### src/rtl/lb_pkg.sv
// -----------------------------------------------------------------------------
// lb_pkg
// Shared definitions for the line-buffer frame sequencer family: the frame
// FSM state encoding, default geometry of the 4-line-buffer window
// controller, and a helper giving the number of window rows a frame yields.
// -----------------------------------------------------------------------------
package lb_pkg;

    localparam int LINE_W_DEF   = 256;
    localparam int LB_COUNT_DEF = 4;
    localparam int IMG_H_DEF    = 256;
    localparam int WIN_ROWS_DEF = 3;

    typedef enum logic [2:0] {
        ST_IDLE   = 3'd0,
        ST_STREAM = 3'd1,
        ST_DRAIN  = 3'd2,
        ST_FLUSH  = 3'd3,
        ST_DONE   = 3'd4
    } lb_state_e;

    // A WIN_ROWS-high window slides down IMG_H lines one row at a time.
    function automatic int expected_rows(input int img_h, input int win_rows);
        return img_h - win_rows + 1;
    endfunction

endpackage

### src/rtl/lb_credit_counter.sv
// -----------------------------------------------------------------------------
// lb_credit_counter
// Saturating up/down counter with reload and a sticky overflow flag.
//   clk, rst  : clock and synchronous active-high reset (count=MAX_VAL, flag=0)
//   reload    : load count with MAX_VAL (overflow flag is kept)
//   inc, dec  : step up / step down; both together leave the count unchanged
//   count     : current value, 0..MAX_VAL
//   overflow  : sticky, set when inc alone arrives at MAX_VAL; cleared by rst
// -----------------------------------------------------------------------------
module lb_credit_counter #(
    parameter int MAX_VAL = 4,
    parameter int CNT_W   = $clog2(MAX_VAL) + 1
) (
    input  logic             clk,
    input  logic             rst,
    input  logic             reload,
    input  logic             inc,
    input  logic             dec,
    output logic [CNT_W-1:0] count,
    output logic             overflow
);

    localparam logic [CNT_W-1:0] MAX_CNT = CNT_W'(MAX_VAL);

    logic [CNT_W-1:0] r_count;
    logic             r_overflow;

    always_ff @(posedge clk) begin
        if (rst) begin
            r_count    <= MAX_CNT;
            r_overflow <= 1'b0;
        end else if (reload) begin
            r_count <= MAX_CNT;
        end else begin
            case ({inc, dec})
                2'b10: begin
                    if (r_count == MAX_CNT) r_overflow <= 1'b1;
                    else                    r_count    <= r_count + CNT_W'(1);
                end
                2'b01: begin
                    // Underflow cannot happen when the consumer gates on count!=0.
                    if (r_count != '0) r_count <= r_count - CNT_W'(1);
                end
                default: ;
            endcase
        end
    end

    assign count    = r_count;
    assign overflow = r_overflow;

endmodule

### src/rtl/lb_frame_sequencer.sv
// -----------------------------------------------------------------------------
// lb_frame_sequencer
// Feeds one IMG_H x LINE_W frame of 8-bit pixels into the 4-line-buffer window
// controller, throttled by line credit so no buffer is overwritten before its
// window row has been read. Credit is returned by the controller's end-of-row
// interrupt. After the last line it waits for all window rows, flushes the
// controller and pulses frame_done.
// Ports:
//   clk, rst         : clock, synchronous active-high reset
//   start            : begin a frame (only honoured in IDLE)
//   s_pixel/s_valid  : source pixel stream;  s_ready : sequencer accepts
//   lb_pixel/_valid  : pixel to controller (combinational pass-through)
//   lb_intr          : controller end-of-row pulse (returns one line credit)
//   lb_flush         : one-cycle controller flush at frame end
//   busy             : frame in progress;  frame_done : one-cycle completion
//   rows_out         : window rows seen this frame
//   credit_err       : sticky, credit return while credit was already full
// -----------------------------------------------------------------------------
module lb_frame_sequencer
    import lb_pkg::*;
#(
    parameter int LINE_W   = LINE_W_DEF,
    parameter int LB_COUNT = LB_COUNT_DEF,
    parameter int IMG_H    = IMG_H_DEF,
    parameter int WIN_ROWS = WIN_ROWS_DEF
) (
    input  logic                     clk,
    input  logic                     rst,
    input  logic                     start,
    input  logic [7:0]               s_pixel,
    input  logic                     s_valid,
    output logic                     s_ready,
    output logic [7:0]               lb_pixel,
    output logic                     lb_pixel_valid,
    input  logic                     lb_intr,
    output logic                     lb_flush,
    output logic                     busy,
    output logic                     frame_done,
    output logic [$clog2(IMG_H):0]   rows_out,
    output logic                     credit_err
);

    localparam int PIX_W  = (LINE_W > 1) ? $clog2(LINE_W) : 1;
    localparam int LINE_CW = $clog2(IMG_H) + 1;
    localparam int CRED_W = $clog2(LB_COUNT) + 1;

    localparam logic [PIX_W-1:0]   LAST_PIX  = PIX_W'(LINE_W - 1);
    localparam logic [LINE_CW-1:0] LAST_LINE = LINE_CW'(IMG_H - 1);
    localparam logic [LINE_CW-1:0] ROWS_EXP  = LINE_CW'(expected_rows(IMG_H, WIN_ROWS));

    lb_state_e          r_state;
    logic [PIX_W-1:0]   r_pix_cnt;
    logic [LINE_CW-1:0] r_line_cnt;
    logic [LINE_CW-1:0] r_rows_out;

    logic [CRED_W-1:0]  w_credit;
    logic               w_accept;
    logic               w_line_end;
    logic               w_frame_end;
    logic               w_in_frame;
    logic               w_intr_eff;
    logic               w_reload;
    logic [LINE_CW-1:0] w_rows_next;

    // Interrupts only count while a frame is actually using the controller;
    // in IDLE and DONE they are stale and must not disturb credit or rows.
    assign w_in_frame  = (r_state == ST_STREAM) || (r_state == ST_DRAIN) ||
                         (r_state == ST_FLUSH);
    assign w_intr_eff  = lb_intr && w_in_frame;
    assign w_reload    = (r_state == ST_IDLE) && start;

    assign s_ready     = (r_state == ST_STREAM) && (w_credit != '0);
    assign w_accept    = s_valid && s_ready;
    assign w_line_end  = w_accept && (r_pix_cnt == LAST_PIX);
    assign w_frame_end = w_line_end && (r_line_cnt == LAST_LINE);
    assign w_rows_next = r_rows_out + (w_intr_eff ? LINE_CW'(1) : LINE_CW'(0));

    lb_credit_counter #(
        .MAX_VAL (LB_COUNT),
        .CNT_W   (CRED_W)
    ) u_credit (
        .clk      (clk),
        .rst      (rst),
        .reload   (w_reload),
        .inc      (w_intr_eff),
        .dec      (w_line_end),
        .count    (w_credit),
        .overflow (credit_err)
    );

    always_ff @(posedge clk) begin
        if (rst) begin
            r_state    <= ST_IDLE;
            r_pix_cnt  <= '0;
            r_line_cnt <= '0;
            r_rows_out <= '0;
        end else begin
            r_rows_out <= w_rows_next;
            case (r_state)
                ST_IDLE: begin
                    if (start) begin
                        r_pix_cnt  <= '0;
                        r_line_cnt <= '0;
                        r_rows_out <= '0;
                        r_state    <= ST_STREAM;
                    end
                end
                ST_STREAM: begin
                    if (w_accept) begin
                        if (w_line_end) begin
                            r_pix_cnt  <= '0;
                            r_line_cnt <= r_line_cnt + LINE_CW'(1);
                        end else begin
                            r_pix_cnt  <= r_pix_cnt + PIX_W'(1);
                        end
                    end
                    if (w_frame_end) r_state <= ST_DRAIN;
                end
                ST_DRAIN: begin
                    // Include an interrupt landing this cycle so the last row
                    // does not cost an extra cycle.
                    if (w_rows_next >= ROWS_EXP) r_state <= ST_FLUSH;
                end
                ST_FLUSH: r_state <= ST_DONE;
                ST_DONE:  r_state <= ST_IDLE;
                default:  r_state <= ST_IDLE;
            endcase
        end
    end

    assign lb_pixel       = s_pixel;
    assign lb_pixel_valid = w_accept;
    assign busy           = w_in_frame;
    assign lb_flush       = (r_state == ST_FLUSH);
    assign frame_done     = (r_state == ST_DONE);
    assign rows_out       = r_rows_out;

endmodule

### config.mk
export PLATFORM = sky130hd
export DESIGN_NAME = lb_frame_sequencer
export DESIGN_NICKNAME = d
export VERILOG_FILES = /design/src/rtl/lb_pkg.sv /design/src/rtl/lb_credit_counter.sv /design/src/rtl/lb_frame_sequencer.sv
export SDC_FILE = /design/constraint.sdc
export NUM_CORES = 1
export LEC_CHECK = 0
export ABC_AREA = 0
export CAP_MARGIN = 30
export CORE_MARGIN = 3
export CORE_UTILIZATION = 40
export CTS_CLUSTER_SIZE = 25
export DETAILED_ROUTE_END_ITERATION = 16
export SLEW_MARGIN = 0
export SYNTH_ARGS = -nofsm -noshare
export SYNTH_HDL_FRONTEND = slang
export SYNTH_SLANG_ARGS = --single-unit
### constraint.sdc
create_clock -name clk -period 2.8 [get_ports clk]
set_input_delay 0.42 -clock clk [delete_from_list [all_inputs] [get_ports clk]]
set_output_delay 0.42 -clock clk [all_outputs]
set_load 0.05 [all_outputs]
==> results of run 1 <==
==> cells in the mapped netlist, types with 3 or more instances <==
cell type / count / area, um2
o21ai_0: 3 / 15.0
o21ai_1: 5 / 25.0
dfxtp_1: 33 / 661
ha_1: 5 / 62.6
and3_1: 5 / 31.3
a21oi_1: 5 / 25.0
nor3_1: 5 / 25.0
nand2b_1: 4 / 25.0
buf_2: 5 / 25.0
nand3_1: 4 / 20.0
o2111ai_1: 3 / 26.3
buf_4: 9 / 67.6
or3_1: 4 / 25.0
xnor2_1: 7 / 61.3
and2_1: 5 / 31.3
inv_1: 6 / 22.5
nor2_1: 32 / 120
xor2_1: 10 / 87.6
nand2_1: 12 / 45.0
nand4_1: 4 / 25.0
nor3b_1: 3 / 22.5
==> state kept, by name, summed over array words and instances, names as in the netlist <==
register	cells
u_credit.count	3
r_pix_cnt	8
rows_out	9
r_state	3
r_line_cnt	9
u_credit.overflow	1
==> power by group <==
group	leakage, nW	switching [mW]	internal (mW)
clock	0.0443	0.161	0.195
sequential	0.267	0.00566	0.474
combinational	0.410	0.0488	0.0293
total	0.720	0.216	0.698
==> kinds of logic after synthesis <==
family                     after synthesis
and+or+nand+nor                         90
DFF                                     33
AOI/OAI and AO/OA                       30
buffers and inverters                   24
xor gates and xnor gates                17
adders and majority gates                6
muxes                                    2
==> final timing paths <==
| check | startpoint | end | slack [ns] | cells past startpoint |
|---|---|---|---|---|
| setup / recovery | r_state[0]$_SDFFE_PP0P_ | s_ready | 0.22 | 3 |
| setup reg to reg | r_state[0]$_SDFFE_PP0P_ | r_state[0]$_SDFFE_PP0P_ | 0.28 | 10 |
| hold / removal | r_line_cnt[8]$_SDFFE_PP0P_ | r_line_cnt[8]$_SDFFE_PP0P_ | 0.46 | 2 |
| hold reg to reg | r_line_cnt[8]$_SDFFE_PP0P_ | r_line_cnt[8]$_SDFFE_PP0P_ | 0.46 | 2 |
==> metrics by stage <==
| step | cells | utilization | instance area [um2] | hold slack, ns |
|---|---|---|---|---|
| CTS | 265 | 0.492 | 2040 | 0.466 |
| detailed placement | 258 | 0.471 | 1950 | 0.457 |
| finish | 265 | 0.492 | 2040 | 0.464 |
| global placement | 258 | 0.471 | 1950 | 0.447 |
| global route | 265 | 0.492 | 2040 | 0.482 |
| floorplan | 202 | - | 1790 | 0.441 |
==> worst max-delay path, stage by stage, from the launching register on <==
cell and delay [ns]:
dfxtp_1 0.52, or3b_1 0.43, nor2_1 0.12, clkdlybuf4s50_1 0.80
==> final cells by class <==
cell class	instances	area, um2	share of cell area
inverters	6	22.5	0.0110
clock buffers	7	86.3	0.0424
flip-flops and latches	33	661	0.324
well taps	50	62.6	0.0307
repair buffers	24	225	0.110
multi-input cells	145	981	0.481
==> metal layers <==
layer	GRT usage	up-vias	routed length [um]
li1	-	721	-
met1	0.187	626	1710
met2	0.223	21	1490
met3	0.0482	7	174
met4	0.0615	0	64
met5	0	-	0
==> cells in the final DEF, fill, tap and decap left out, types with 6 or more instances in the layout <==
master	n
xnor2_1	7
xor2_1	10
inv_1	6
dfxtp_1	33
clkbuf_8	6
nor2_1	32
clkdlybuf4s50_1	18
nand2_1	12
buf_4	6
==> out/summary.txt, run 1 <==
Leakage: 0.720 nW
Post_cts resized: 0
Crit path DAT: 2.16 ns
Min-Delay Path Class: flip-flop to flip-flop
Die H: 72.8 um
Largest family of logic cells by synthesized area: simple AND/OR/NAND/NOR gates
Kind of critical path: flip-flop to primary output
Cts hold-fix bufs: 0
Crit path time final: 2.58 ns
CP startpoint kind: flip-flop
Fillers: 404
Final Max Tran Viols: 0
Inserted Clock Buffers: 5
Post-synthesis cell count: 202
Max Clk Rate: 388 MHz
Syn nets: 221
CP Capture Type: primary output
Post-synthesis adder-cell area fraction: 0.0462
Root buf cell: clkbuf_8
Synth Warn #: 0
Clock Tree Buf Depth: 2
TritonCTS clock tree: yes
Critical Path RT: 2.38 ns
Netlist cell types: 47
GR Overflow Total: 0
Async set or reset register ratio after synthesis: 0
Total GRT Usage: 0.146
Fin crit share: 0.921
Final Hold Fails: 0
Ratio of cells with drive above 1 in the final layout: 0.107
Via/cell ratio: 5.19
DIE WIDTH: 72.8 um
Syn_area_per_cell: 8.85 um2
Layout Skew: 0.00605 ns
DR pass1 iterations: 4
Rel. slew slack: 0.661
Initial core utilization: 0.431
Drt total wl: 3440 um
Largest net degree at the start of global routing: 15
Simple-Gate Fraction of Synth Area: 0.287
Antenna viol nets, final: 0
I/O Buffers: 19
CP max FO: 9
Vias in the first global route: 1357
Synth Area in Compound Gates: 0.121
Post-synthesis mux area share: 0.0112
Die area: 0.00530 mm2
Initial antenna violation count: 0
#FFs+latches synth: 33
Diodes inserted: 0
WL per Instance: 13.0 um
XOR/XNOR Fraction of Synth Area: 0.0833
# clock sinks: 33
Seq/Total Area, Yosys: 0.370
CTS clk-pin slew, worst paths: 0.07 ns
Synthesized area: 0.00179 mm2
Setup Viol. Count Final: 0
Post-synth EDFFs: 0
Layout Nets: 234
H-tree Lvls: 2
Worst skew pair latency: 0.28 ns
Core area: 0.00414 mm2
Area grow syn2layout: 14.1%
# DRC: 0
Synth Flop Type: dfxtp_1
Outcome: completed
# rows: 23
Post-layout power: 0.914 mW
VDD IR-drop max: 267 uV
Global placement routability congestion: 0.791
Post-CTS setup buffer count: 0
Worst slew pin tran: 0.507 ns
Pwr dens: 448 mW/mm2
I/O pin cnt: 36
RSZ-0062 raised after global routing: false
Detailed Place HPWL: 2620 um
First-pass GRT wire length: 6080 um
DRT iter0 DRCs: 84
Vias: 1375
Total negative slack: 0 ns
Max-cap viol count: 0
Worst slack, placed: 0.140 ns
PnR worst setup slack: 0.222 ns
Note: power is estimated with default switching activity, not from simulation.
==> inputs of run 2 (changes only) <==
--- a/config.mk
+++ b/config.mk
@@ -11,6 +11,8 @@
 export CORE_UTILIZATION = 40
 export CTS_CLUSTER_SIZE = 25
 export DETAILED_ROUTE_END_ITERATION = 16
+export PLACE_DENSITY = 0.68
+export SETUP_SLACK_MARGIN = 0.5
 export SLEW_MARGIN = 0
 export SYNTH_ARGS = -nofsm -noshare
 export SYNTH_HDL_FRONTEND = slang
==> run 2 against run 1 <==
Against the previous run: total power decreased by 0.86%; sequential share of layout area down 0.14 points; die area did not move; highest routed layer unchanged; wire length is 2.6% higher; largest power group unchanged; worst setup slack improved by 0.39 ns.
==> out/summary.txt, run 2 (synthesized netlist as in run 1, its figures left out) <==
Vias in the first global route: 1351
Fin area: 0.00208 mm2
CP max stage delay: 0.42 ns
Vias: 1393
Area post-placement: 0.00198 mm2
Final Max Tran Viols: 0
Setup Viol. Count Final: 0
H-tree Lvls: 2
Worst skew pair latency: 0.29 ns
Min-Delay Path Class: flip-flop to flip-flop
Ratio of cells with drive above 1 in the final layout: 0.158
Crit path time final: 2.19 ns
Total GRT Usage: 0.149
Detailed Place HPWL: 2580 um
Area grow syn2layout: 16.3%
Outcome: completed
Sequential share of power: 0.529
Sw frac: 0.255
# clock sinks: 33
GR Overflow Total: 0
PnR worst setup slack: 0.612 ns
Rel. slew slack: 0.588
Fin crit share: 0.781
Antenna viol nets, final: 0
Drt total wl: 3530 um
I/O pin cnt: 36
Global placement routability congestion: 0.735
Internal Pwr Total: 0.675 mW
Die area: 0.00530 mm2
CP startpoint kind: flip-flop
Max Clk Rate: 457 MHz
Post-CTS setup buffer count: 0
First-pass GRT wire length: 6150 um
Worst R2R Start: r_pix_cnt[0]$_SDFFE_PP0P_
Final Hold Fails: 0
Total negative slack: 0 ns
Die H: 72.8 um
Clock Tree Buf Depth: 2
FF-to-FF End: u_credit.count[2]$_SDFFE_PP1P_
Slowest CP cell: fa_1
Inserted Clock Buffers: 5
DIE WIDTH: 72.8 um
Ordered list of cells on the worst path: ha_1, nand3_1, nor4_4, and2_4, inv_1, fa_1, nor3_2, a21oi_2, mux2i_1
Commonest cells after routing, fill and taps aside: nor2_1, dfxtp_1, clkdlybuf4s50_1, nand2_1, xor2_1
Max-cap viol count: 0
Commonest non-fill, non-tap cell in the layout: nor2_1
Via/cell ratio: 5.26
Clock Power Share: 0.382
DR pass1 iterations: 6
Cts hold-fix bufs: 0
CP Capture Type: flip-flop
Core area: 0.00414 mm2
CTS clk-pin slew, worst paths: 0.07 ns
Layout Skew: 0.00911 ns
Setup slack, reg-to-reg: 0.61 ns
Worst slack, placed: 0.234 ns
Hold_ws: 0.473 ns
I/O Buffers: 19
End of the critical path: u_credit.count[2]$_SDFFE_PP1P_
RSZ-0062 raised after global routing: false
Leakage: 0.721 nW
Comb pwr share: 0.088
VDD IR-drop max: 272 uV
Root buf cell: clkbuf_8
WL per Instance: 13.3 um
Critical Path RT: 2.97 ns
Crit path DAT: 2.36 ns
Worst slew pin tran: 0.610 ns
Layout Nets: 233
Initial antenna violation count: 0
Post-layout power: 0.906 mW
# DRC: 0
Net switching power: 0.231 mW
Kind of critical path: flip-flop to flip-flop
Largest net degree at the start of global routing: 15
DRT iter0 DRCs: 79
Depth of the worst register-to-register path: 9
TritonCTS clock tree: yes
# rows: 23
Initial core utilization: 0.431
Diodes inserted: 0
CP max FO: 3
Setup crit start: r_pix_cnt[0]$_SDFFE_PP0P_
Pwr dens: 436 mW/mm2
==> run 2: cell types whose count changed in the layout (fill, tap and decap cells not counted), sizes merged <==
cell | before | now
clkinv | 0 | 2
clkbuf | 7 | 6
clkdlybuf4s50 | 18 | 16
buf | 6 | 5
dlygate4sd2 | 0 | 1
clkdlybuf4s15 | 0 | 1
==> run 2: cell type report <==
class                   instances  area [um2]
clock buffers                   6        72.6
clock inverters                 2        10.0
fillers                       426        2070
inverters                       6        22.5
multi-input cells             145        1020
flip-flops and latches         33         671
well taps                      50        62.6
repair buffers                 23         218
==> run 2: layer usage <==
metal  up-vias  wire length [um]  GRT usage
li1        711                 -          -
met1       642              1780      0.201
met2        33              1530      0.217
met3         7               168     0.0523
met4         0                53     0.0574
met5         -                 0          0
==> run 2: per-stage QoR <==
stage,util,cells
2_1_floorplan,-,202
3_3_place_gp,0.477,257
3_5_place_dp,0.477,257
4_1_cts,0.497,265
5_1_grt,0.502,265
6_report,0.502,265
==> run 2: worst max-delay path: cells and delay by family, from the launching register on <==
family	cells	cell delay (ns)
fa+ha+maj	2	0.61
simple gates	4	0.88
compound gates	1	0.06
mux	1	0.12
buf+inv	1	0.04
flops	1	0.36
==> run 2: power groups by stage <==
stage	logic [mW]	clock network, mW	registers [mW]
finish	0.0800	0.346	0.480
global route	0.0868	0.381	0.480
CTS	0.0807	0.366	0.480
detailed placement	0.0805	0	0.491
global placement	0.0799	0	0.491
floorplan	0.0800	0	0.496
==> run 2: worst min-delay path by stage <==
stage	start	to	slack (ns)	depth (start not counted)
after floorplan	r_line_cnt[8]$_SDFFE_PP0P_	r_line_cnt[8]$_SDFFE_PP0P_	0.44	2
after global placement	r_line_cnt[8]$_SDFFE_PP0P_	r_line_cnt[8]$_SDFFE_PP0P_	0.45	2
after detailed placement	r_line_cnt[8]$_SDFFE_PP0P_	r_line_cnt[8]$_SDFFE_PP0P_	0.46	2
after CTS	r_line_cnt[8]$_SDFFE_PP0P_	r_line_cnt[8]$_SDFFE_PP0P_	0.47	2
after global routing	r_line_cnt[1]$_SDFFE_PP0P_	r_line_cnt[1]$_SDFFE_PP0P_	0.49	2
final	r_line_cnt[8]$_SDFFE_PP0P_	r_line_cnt[8]$_SDFFE_PP0P_	0.47	2
==> run 2: repair_timing <==
action | CTS | global route
resized for setup | 4 | 8
endpoints found under the setup margin | 2 | 4
hold endpoints to repair | 0 | 0
pin swaps | 0 | 1
